<file path="src/rtl/rr_grant_scheduler_4.sv">
// Four-requester round-robin scheduler with grant hold and hold-limit preemption.
// Owner, round-robin pointer and all outputs are registered; grant is the one-hot of the owner.
module rr_grant_scheduler_4 #(
   parameter int unsigned MAX_HOLD = 8,
   parameter int unsigned CNT_W    = 4
) (
   input  logic             clk,
   input  logic             rst,
   input  logic [3:0]       req,
   output logic [3:0]       grant,
   output logic [1:0]       gnt_id,
   output logic             gnt_valid
);

   // With MAX_HOLD = 0 this wraps to all-ones, which only serves as the counter saturation point
   localparam logic [CNT_W-1:0] HOLD_LAST  = CNT_W'(MAX_HOLD - 1);
   localparam bit               PREEMPT_EN = (MAX_HOLD != 0);

   typedef enum logic {IDLE, BUSY} state_t;

   state_t           state;
   logic [1:0]       owner;
   logic [1:0]       last;
   logic [CNT_W-1:0] hold_cnt;

   // First set bit of r searching p, p+1, p+2, p+3 (mod 4)
   function automatic logic [1:0] rr_pick(input logic [3:0] r, input logic [1:0] p);
      logic [1:0] idx;
      rr_pick = p;
      for (int i = 3; i >= 0; i--) begin
         idx = p + 2'(i);
         if (r[idx]) rr_pick = idx;
      end
   endfunction

   logic [3:0] owner_bit_c;
   logic [3:0] others_c;
   logic       keep_c;
   logic [1:0] pick_idle_c;
   logic [1:0] pick_next_c;

   always_comb begin
      owner_bit_c = 4'(4'b0001 << owner);
      others_c    = req & ~owner_bit_c;
      keep_c      = req[owner] && !(PREEMPT_EN && (hold_cnt == HOLD_LAST) && (|others_c));
      pick_idle_c = rr_pick(req, last + 2'd1);
      pick_next_c = rr_pick(others_c, owner + 2'd1);
   end

   always_ff @(posedge clk or posedge rst) begin
      if (rst) begin
         state     <= IDLE;
         owner     <= 2'd0;
         last      <= 2'd3;
         hold_cnt  <= '0;
         grant     <= 4'b0000;
         gnt_id    <= 2'd0;
         gnt_valid <= 1'b0;
      end else begin
         case (state)
            IDLE: begin
               if (|req) begin
                  state     <= BUSY;
                  owner     <= pick_idle_c;
                  last      <= pick_idle_c;
                  hold_cnt  <= '0;
                  grant     <= 4'(4'b0001 << pick_idle_c);
                  gnt_id    <= pick_idle_c;
                  gnt_valid <= 1'b1;
               end
            end
            BUSY: begin
               if (keep_c) begin
                  if (hold_cnt != HOLD_LAST) hold_cnt <= hold_cnt + CNT_W'(1);
               end else if (|others_c) begin
                  // Release or preemption: hand over directly without an idle cycle
                  owner    <= pick_next_c;
                  last     <= pick_next_c;
                  hold_cnt <= '0;
                  grant    <= 4'(4'b0001 << pick_next_c);
                  gnt_id   <= pick_next_c;
               end else begin
                  state     <= IDLE;
                  hold_cnt  <= '0;
                  grant     <= 4'b0000;
                  gnt_valid <= 1'b0;
               end
            end
            default: state <= IDLE;
         endcase
      end
   end

endmodule

</file>
<file path="config.mk">
export PLATFORM = sky130hd
export DESIGN_NAME = rr_grant_scheduler_4
export DESIGN_NICKNAME = d
export VERILOG_FILES = /design/src/rtl/rr_grant_scheduler_4.sv
export SDC_FILE = /design/constraint.sdc
export NUM_CORES = 1
export LEC_CHECK = 0
export BUFFER_PORTS_ARGS = -buffer_cell sky130_fd_sc_hd__buf_4
export CORE_AREA = 2 2 66 68
export CTS_BUF_LIST = sky130_fd_sc_hd__clkbuf_16
export DETAILED_ROUTE_END_ITERATION = 12
export DIE_AREA = 0 0 68 70
export GPL_ROUTABILITY_DRIVEN = 0
export HOLD_SLACK_MARGIN = 0.15
export PLACE_DENSITY = 0.47
export SYNTH_ARGS = -nofsm -noshare
export SYNTH_HDL_FRONTEND = slang
export SYNTH_SLANG_ARGS = --single-unit
export TNS_END_PERCENT = 50
</file>
<file path="constraint.sdc">
create_clock -name clk -period 3 [get_ports clk]
set_input_delay 0.6 -clock clk [delete_from_list [all_inputs] [get_ports clk]]
set_output_delay 0.6 -clock clk [all_outputs]
set_load 0.02 [all_outputs]
</file>
==> results of run 1 <==
-- routing by layer --
layer / routed length, um / global-route usage (%) / part of all wire [%] / vias to the layer above
li1: - / - / - / 517
met1: 1300 / 17.8 / 47 / 473
met2: 1310 / 21.5 / 48 / 12
met3: 92 / 4.19 / 3.4 / 6
met4: 31 / 2.67 / 1.1 / 0
met5: 0 / 0 / 0 / -
-- layout by cell type, fill, tap and decap left out, types with 2 or more instances in the layout --
cell type / Yosys / layout
dfrtp_1: 12 / 12
ha_1: 5 / 5
o21ai_1: 2 / 2
a31oi_1: 4 / 4
nor2b_1: 4 / 4
clkbuf_16: 0 / 3
buf_4: 0 / 13
dfstp_2: 2 / 2
a21oi_1: 5 / 5
and2_1: 2 / 2
o21ai_0: 4 / 4
nand2b_1: 4 / 4
nand3_1: 2 / 2
inv_1: 6 / 6
or4_1: 4 / 4
a211oi_1: 2 / 2
nand2_1: 10 / 10
a21o_1: 2 / 2
o211ai_1: 4 / 4
mux2i_1: 3 / 3
nor2b_4: 2 / 2
nor2_1: 10 / 10
-- state kept, by name, indices dropped and copies added (netlist names) --
name / cells
gnt_valid: 1
grant: 4
hold_cnt: 4
last: 2
owner: 2
state: 1
-- area by class of cell --
| type | count | area (sq um) |
|---|---|---|
| Timing Repair Buffer | 13 | 97.6 |
| Multi-Input combinational cell | 102 | 763 |
| Clock inverter | 1 | 3.75 |
| Clock buffer | 3 | 75.1 |
| Tap cell | 52 | 65.1 |
| Sequential cell | 14 | 353 |
| Fill cell | 438 | 2760 |
| Inverter | 7 | 26.3 |
-- worst min path at each step --
stage | start | end | slack, ns | cells after the start
global route | rst | grant[2] | 0.47 | 2
CTS | rst | grant[0] | 0.44 | 2
detailed placement | hold_cnt[0] | hold_cnt[0] | 0.51 | 1
floorplan | hold_cnt[0] | hold_cnt[0] | 0.47 | 1
global placement | hold_cnt[0] | hold_cnt[0] | 0.50 | 1
finish | rst | grant[2] | 0.41 | 2
-- metrics by stage --
step / setup WS, ns / util [%]
after global placement: 0.633 / 31.5
after CTS: 0.627 / 33.4
final: 0.655 / 33.4
after detailed placement: 0.585 / 31.5
after global routing: 0.432 / 33.4
after floorplan: 0.500 / -
-- cell families (layout without fill, tap and decap cells) --
kind of cell             count (synthesis)  count (layout)  synth area share [%]
AND/OR/NAND/NOR                         47              47                  22.5
AO/OA/AOI/OAI                           45              45                  31.3
flip-flops                              14              14                  29.7
buffers and inverters                   14              24                  6.10
adder cells (fa/ha/maj)                  5               5                  5.26
multiplexers                             4               4                  4.42
XOR/XNOR                                 1               1                 0.737
-- power breakdown --
group	switching [mW]	total (mW)	leakage (nW)	internal, mW
sequential	0.0847	0.372	0.168	0.288
clock	0.0828	0.260	0.0385	0.177
combinational	0.537	0.966	0.383	0.428
==> results.sh, run 1 <==
export IMPL_critPathArrivalTime_ns=2.51
export IMPL_avgSynthCellArea_sq_um=9.14
export IMPL_port_buffer_count=12
export IMPL_vdd_drop_max_mv=0.397
export IMPL_antenna_found_initial=0
export IMPL_remaining_drc_errors=0
export IMPL_synth_edff_count=0
export IMPL_worst_endpoint_required_ns=3.17
export IMPL_track_usage_pct=13.5
export IMPL_cts_tree="done"
export IMPL_vias=1008
export IMPL_grt_pass1_vias=1007
export IMPL_netlist_area_leader_share_pct=25.3
export IMPL_worstReg2RegStart="owner[1]"
export IMPL_cp_slowest_cell="or4_1"
export IMPL_area_delta_synth_final_pct=16.4
export IMPL_fin_crit_sh_pct=78.2
export IMPL_timing_critical_path_max_delay_family="compound AO/OA/AOI/OAI gates"
export IMPL_clock_sinks=14
export IMPL_routedWlPerCell_um=14.3
export IMPL_fin_skew_ns=0.000877
export IMPL_synthesis_area_sq_um=1190
export IMPL_setup_violations=0
export IMPL_ff2ff_setup_slack_ns=0.66
export IMPL_clk_latency_ns=0.24
export IMPL_async_flop_share_pct=100
export IMPL_slowest_delay_ns=0.52
export IMPL_io_pins=13
export IMPL_core_area_sq_um=4140
export IMPL_die_h_um=70
export IMPL_synth_nets=141
export IMPL_crit_cells=7
export IMPL_timing_critical_path_buf_inv=1
export IMPL_viasPerCell=5.25
export IMPL_crit_fanout=11
export IMPL_fp_row_count=24
export IMPL_synth_seq_cells=14
export IMPL_hold_slack_ns=0.410
export IMPL_fmax_mhz=426
export IMPL_yosys_area_top_type="dfrtp_1"
export IMPL_power_leakage_nw=0.589
export IMPL_yosysUniqueCellTypes=57
export IMPL_synth_common_cells="dfrtp_1, nand2_1, nor2_1"
export IMPL_hold_viol=0
export IMPL_wirelength_um=2740
export IMPL_cts_setup_buffers=0
export IMPL_antenna_left=0
export IMPL_htreeDepth=1
export IMPL_worstSetupStartpoint="owner[1]"
export IMPL_first_pass_iters=4
export IMPL_dp_hpwl_um=2130
export IMPL_status="finished, final reports clean"
export IMPL_post_dp_cell_area_sq_um=1310
export IMPL_crit_chain="inv_1, ha_1, nand2b_1, o22a_1, o2111a_1, or4_1, a31oi_1"
export IMPL_clk_pin_slew_worst_paths_ns=0.05
export IMPL_tns_ns=0
export IMPL_nets=152
export IMPL_p_per_area_nw_per_um2=1150
export IMPL_synth_ff_type="dfrtp_1"
export IMPL_clock_path_buffers=2
export IMPL_syn_inst=130
export IMPL_grt_pass1_wl_um=4900
export IMPL_synth_most_common_cell="dfrtp_1"
export IMPL_r2r_worst_path_cells=7
export IMPL_drive_above_1_share_pct=21.4
export IMPL_root_buffer="clkbuf_16"
export IMPL_dr_first_iter_drc_count=42
export IMPL_grt_max_degree=15
export IMPL_fp_dieW_um=68
export IMPL_r2r_end="grant[3]"
export IMPL_final_area_sq_um=1380
export IMPL_start_util_pct=28.7
export IMPL_cts_buffers=3
export IMPL_grt_overflow=0
export IMPL_rsz0062_at_grt="no"
export IMPL_synth_seq_area_share_pct=29.7
export IMPL_crit_end="grant[3]"
export IMPL_instances_no_fill=192
export IMPL_dp_cells=188
export IMPL_end_kind="flip-flop"
export IMPL_min_period_ns=2.34
export IMPL_worst_pin_slew_ns=0.624
export IMPL_dieArea_sq_um=4760
export IMPL_max_slew_margin_pct=57.9
export IMPL_fin_total_pwr_mw=1.60
export IMPL_yosysWarnings=0
export IMPL_hold_buffers=0
export IMPL_slew_viol_final=0
export IMPL_ys_top_cells_by_area="dfrtp_1, ha_1, dfstp_2"
export IMPL_postCtsResizedCells=0
export IMPL_antenna_cells=0
export IMPL_min_path_type="input pin to async pin"
export IMPL_critPathLaunchType="flip-flop"
export IMPL_critPathKind="flip-flop to flip-flop"
export IMPL_maxCapViolations=0
(Power assumes the default switching activity.)
==> inputs of run 2 (changes only) <==
==> constraint.sdc (replaced) <==
create_clock -name clk -period 2.3 [get_ports clk]
set_input_delay 0.46 -clock clk [delete_from_list [all_inputs] [get_ports clk]]
set_output_delay 0.46 -clock clk [all_outputs]
set_load 0.02 [all_outputs]
==> results.sh, run 2 (synthesis gave the netlist of run 1 again) <==
export IMPL_timing_critical_path_buf_inv=1
export IMPL_fin_skew_ns=0.00133
export IMPL_dp_hpwl_um=2230
export IMPL_fin_ws_ns=0.109
export IMPL_slowest_delay_ns=0.51
export IMPL_cts_setup_buffers=0
export IMPL_clk_latency_ns=0.24
export IMPL_dpl_worst_slack_ns=0.0888
export IMPL_antenna_found_initial=0
export IMPL_worst_pin_slew_ns=0.594
export IMPL_worst_endpoint_required_ns=2.47
export IMPL_pwr_share_comb_pct=62.3
export IMPL_end_kind="flip-flop"
export IMPL_antenna_cells=0
export IMPL_fp_row_count=24
export IMPL_start_util_pct=28.7
export IMPL_power_leakage_nw=0.625
export IMPL_clock_sinks=14
export IMPL_crit_fanout=11
export IMPL_cts_buffers=3
export IMPL_ff2ff_setup_slack_ns=0.11
export IMPL_io_pins=13
export IMPL_wirelength_um=2820
export IMPL_maxCapViolations=0
export IMPL_clock_path_buffers=2
export IMPL_min_path_type="input pin to async pin"
export IMPL_dr_first_iter_drc_count=43
export IMPL_dieArea_sq_um=4760
export IMPL_postCtsResizedCells=0
export IMPL_first_pass_iters=4
export IMPL_grt_pass1_wl_um=4850
export IMPL_port_buffer_count=12
export IMPL_wl_met3_um=67
export IMPL_vias=1054
export IMPL_routedWlPerCell_um=14.2
export IMPL_max_slew_margin_pct=59.9
export IMPL_regArea_sq_um=354
export IMPL_drive_above_1_share_pct=27.9
export IMPL_critPathKind="flip-flop to flip-flop"
export IMPL_status="finished, final reports clean"
export IMPL_grt_overflow=0
export IMPL_pwr_share_seq_pct=22.1
export IMPL_min_period_ns=2.19
export IMPL_htreeDepth=1
export IMPL_critPathArrivalTime_ns=2.36
export IMPL_dr_max_layer_used="met4"
export IMPL_r2r_end="grant[3]"
export IMPL_wl_met1_um=1370
export IMPL_p_per_area_nw_per_um2=1500
export IMPL_hold_buffers=0
export IMPL_die_h_um=70
export IMPL_setup_violations=0
export IMPL_cp_slowest_cell="or4_1"
export IMPL_worstReg2RegStart="owner[1]"
export IMPL_r2r_worst_path_cells=7
export IMPL_viasPerCell=5.30
export IMPL_clkPwrFrac_pct=15.5
export IMPL_final_cell_mix="buf_4, dfrtp_1, nor2_1, nand2_1, inv_1"
export IMPL_remaining_drc_errors=0
export IMPL_clk_pin_slew_worst_paths_ns=0.05
export IMPL_vdd_drop_max_mv=0.562
export IMPL_largestRegisters="grant: 4 flops, hold_cnt: 4 flops"
export IMPL_met2WireLength_um=1370
export IMPL_nets=159
export IMPL_slew_viol_final=0
export IMPL_area_delta_synth_final_pct=21.9
export IMPL_fin_crit_sh_pct=95.3
export IMPL_antenna_left=0
export IMPL_fp_dieW_um=68
export IMPL_grt_max_degree=15
export IMPL_multiInputGateArea_sq_um=774
export IMPL_p_sw_uw=936
export IMPL_grt_pass1_vias=1034
export IMPL_root_buffer="clkbuf_16"
export IMPL_track_usage_pct=13.2
export IMPL_crit_chain="inv_1, ha_2, nand2b_1, o22a_1, o2111a_1, or4_1, a31oi_1"
export IMPL_layout_cells_most_common="buf_4"
export IMPL_critPathLaunchType="flip-flop"
export IMPL_hold_slack_ns=0.281
export IMPL_cts_tree="done"
export IMPL_n_fill_cell=439
export IMPL_hold_viol=0
export IMPL_timing_critical_path_max_delay_family="compound AO/OA/AOI/OAI gates"
export IMPL_p_int_mw=1.24
export IMPL_core_area_sq_um=4140
export IMPL_fmax_mhz=456
export IMPL_swShare_pct=43.0
-- run 2: power groups by stage --
stage / Sequential [mW] / Clock [mW] / Combinational, mW
after detailed placement: 0.487 / 0 / 1.34
after global routing: 0.500 / 0.359 / 1.51
after floorplan: 0.545 / 0 / 0.930
final: 0.481 / 0.338 / 1.36
after CTS: 0.482 / 0.348 / 1.34
after global placement: 0.479 / 0 / 1.33
-- run 2: worst register-to-register path: stages (launching register included) --
cell	delay (ns)
dfrtp_1	0.38
inv_1	0.09
ha_2	0.44
nand2b_1	0.08
o22a_1	0.17
o2111a_1	0.27
or4_1	0.51
a31oi_1	0.16
-- run 2: worst max path at each step --
stage	start	end	slack [ns]	depth (start not counted)
after global routing	owner[1]	grant[3]	-0.005	7
after detailed placement	owner[1]	grant[3]	0.09	7
final	owner[1]	grant[3]	0.11	7
after floorplan	owner[0]	grant[3]	0.004	8
after global placement	owner[1]	owner[0]	0.15	7
after CTS	owner[1]	grant[3]	0.08	7
-- run 2: per-layer routing --
metal | GRT usage, % | vias up
li1 | - | 522
met2 | 21.3 | 12
met4 | 2.00 | 0
met1 | 17.8 | 518
met3 | 3.38 | 2
met5 | 0 | -
-- run 2: final cells by class --
class / count / area share, %
Clock buffer: 3 / 5.18
Clock inverter: 1 / 0.259
Inverter: 7 / 1.81
Multi-Input combinational cell: 102 / 53.5
Sequential cell: 14 / 24.4
Tap cell: 52 / 4.49
Timing Repair Buffer: 20 / 10.4
-- run 2: metrics by stage --
step | setup TNS (ns) | std cells | cell area (sq um) | total power [mW] | utilization [%]
after floorplan | 0 | 130 | 1200 | 1.47 | -
after global placement | 0 | 195 | 1360 | 1.81 | 32.8
after detailed placement | 0 | 195 | 1360 | 1.82 | 32.8
after CTS | 0 | 199 | 1440 | 2.17 | 34.7
after global routing | -0.00547 | 199 | 1450 | 2.37 | 35.0
final | 0 | 199 | 1450 | 2.18 | 35.0
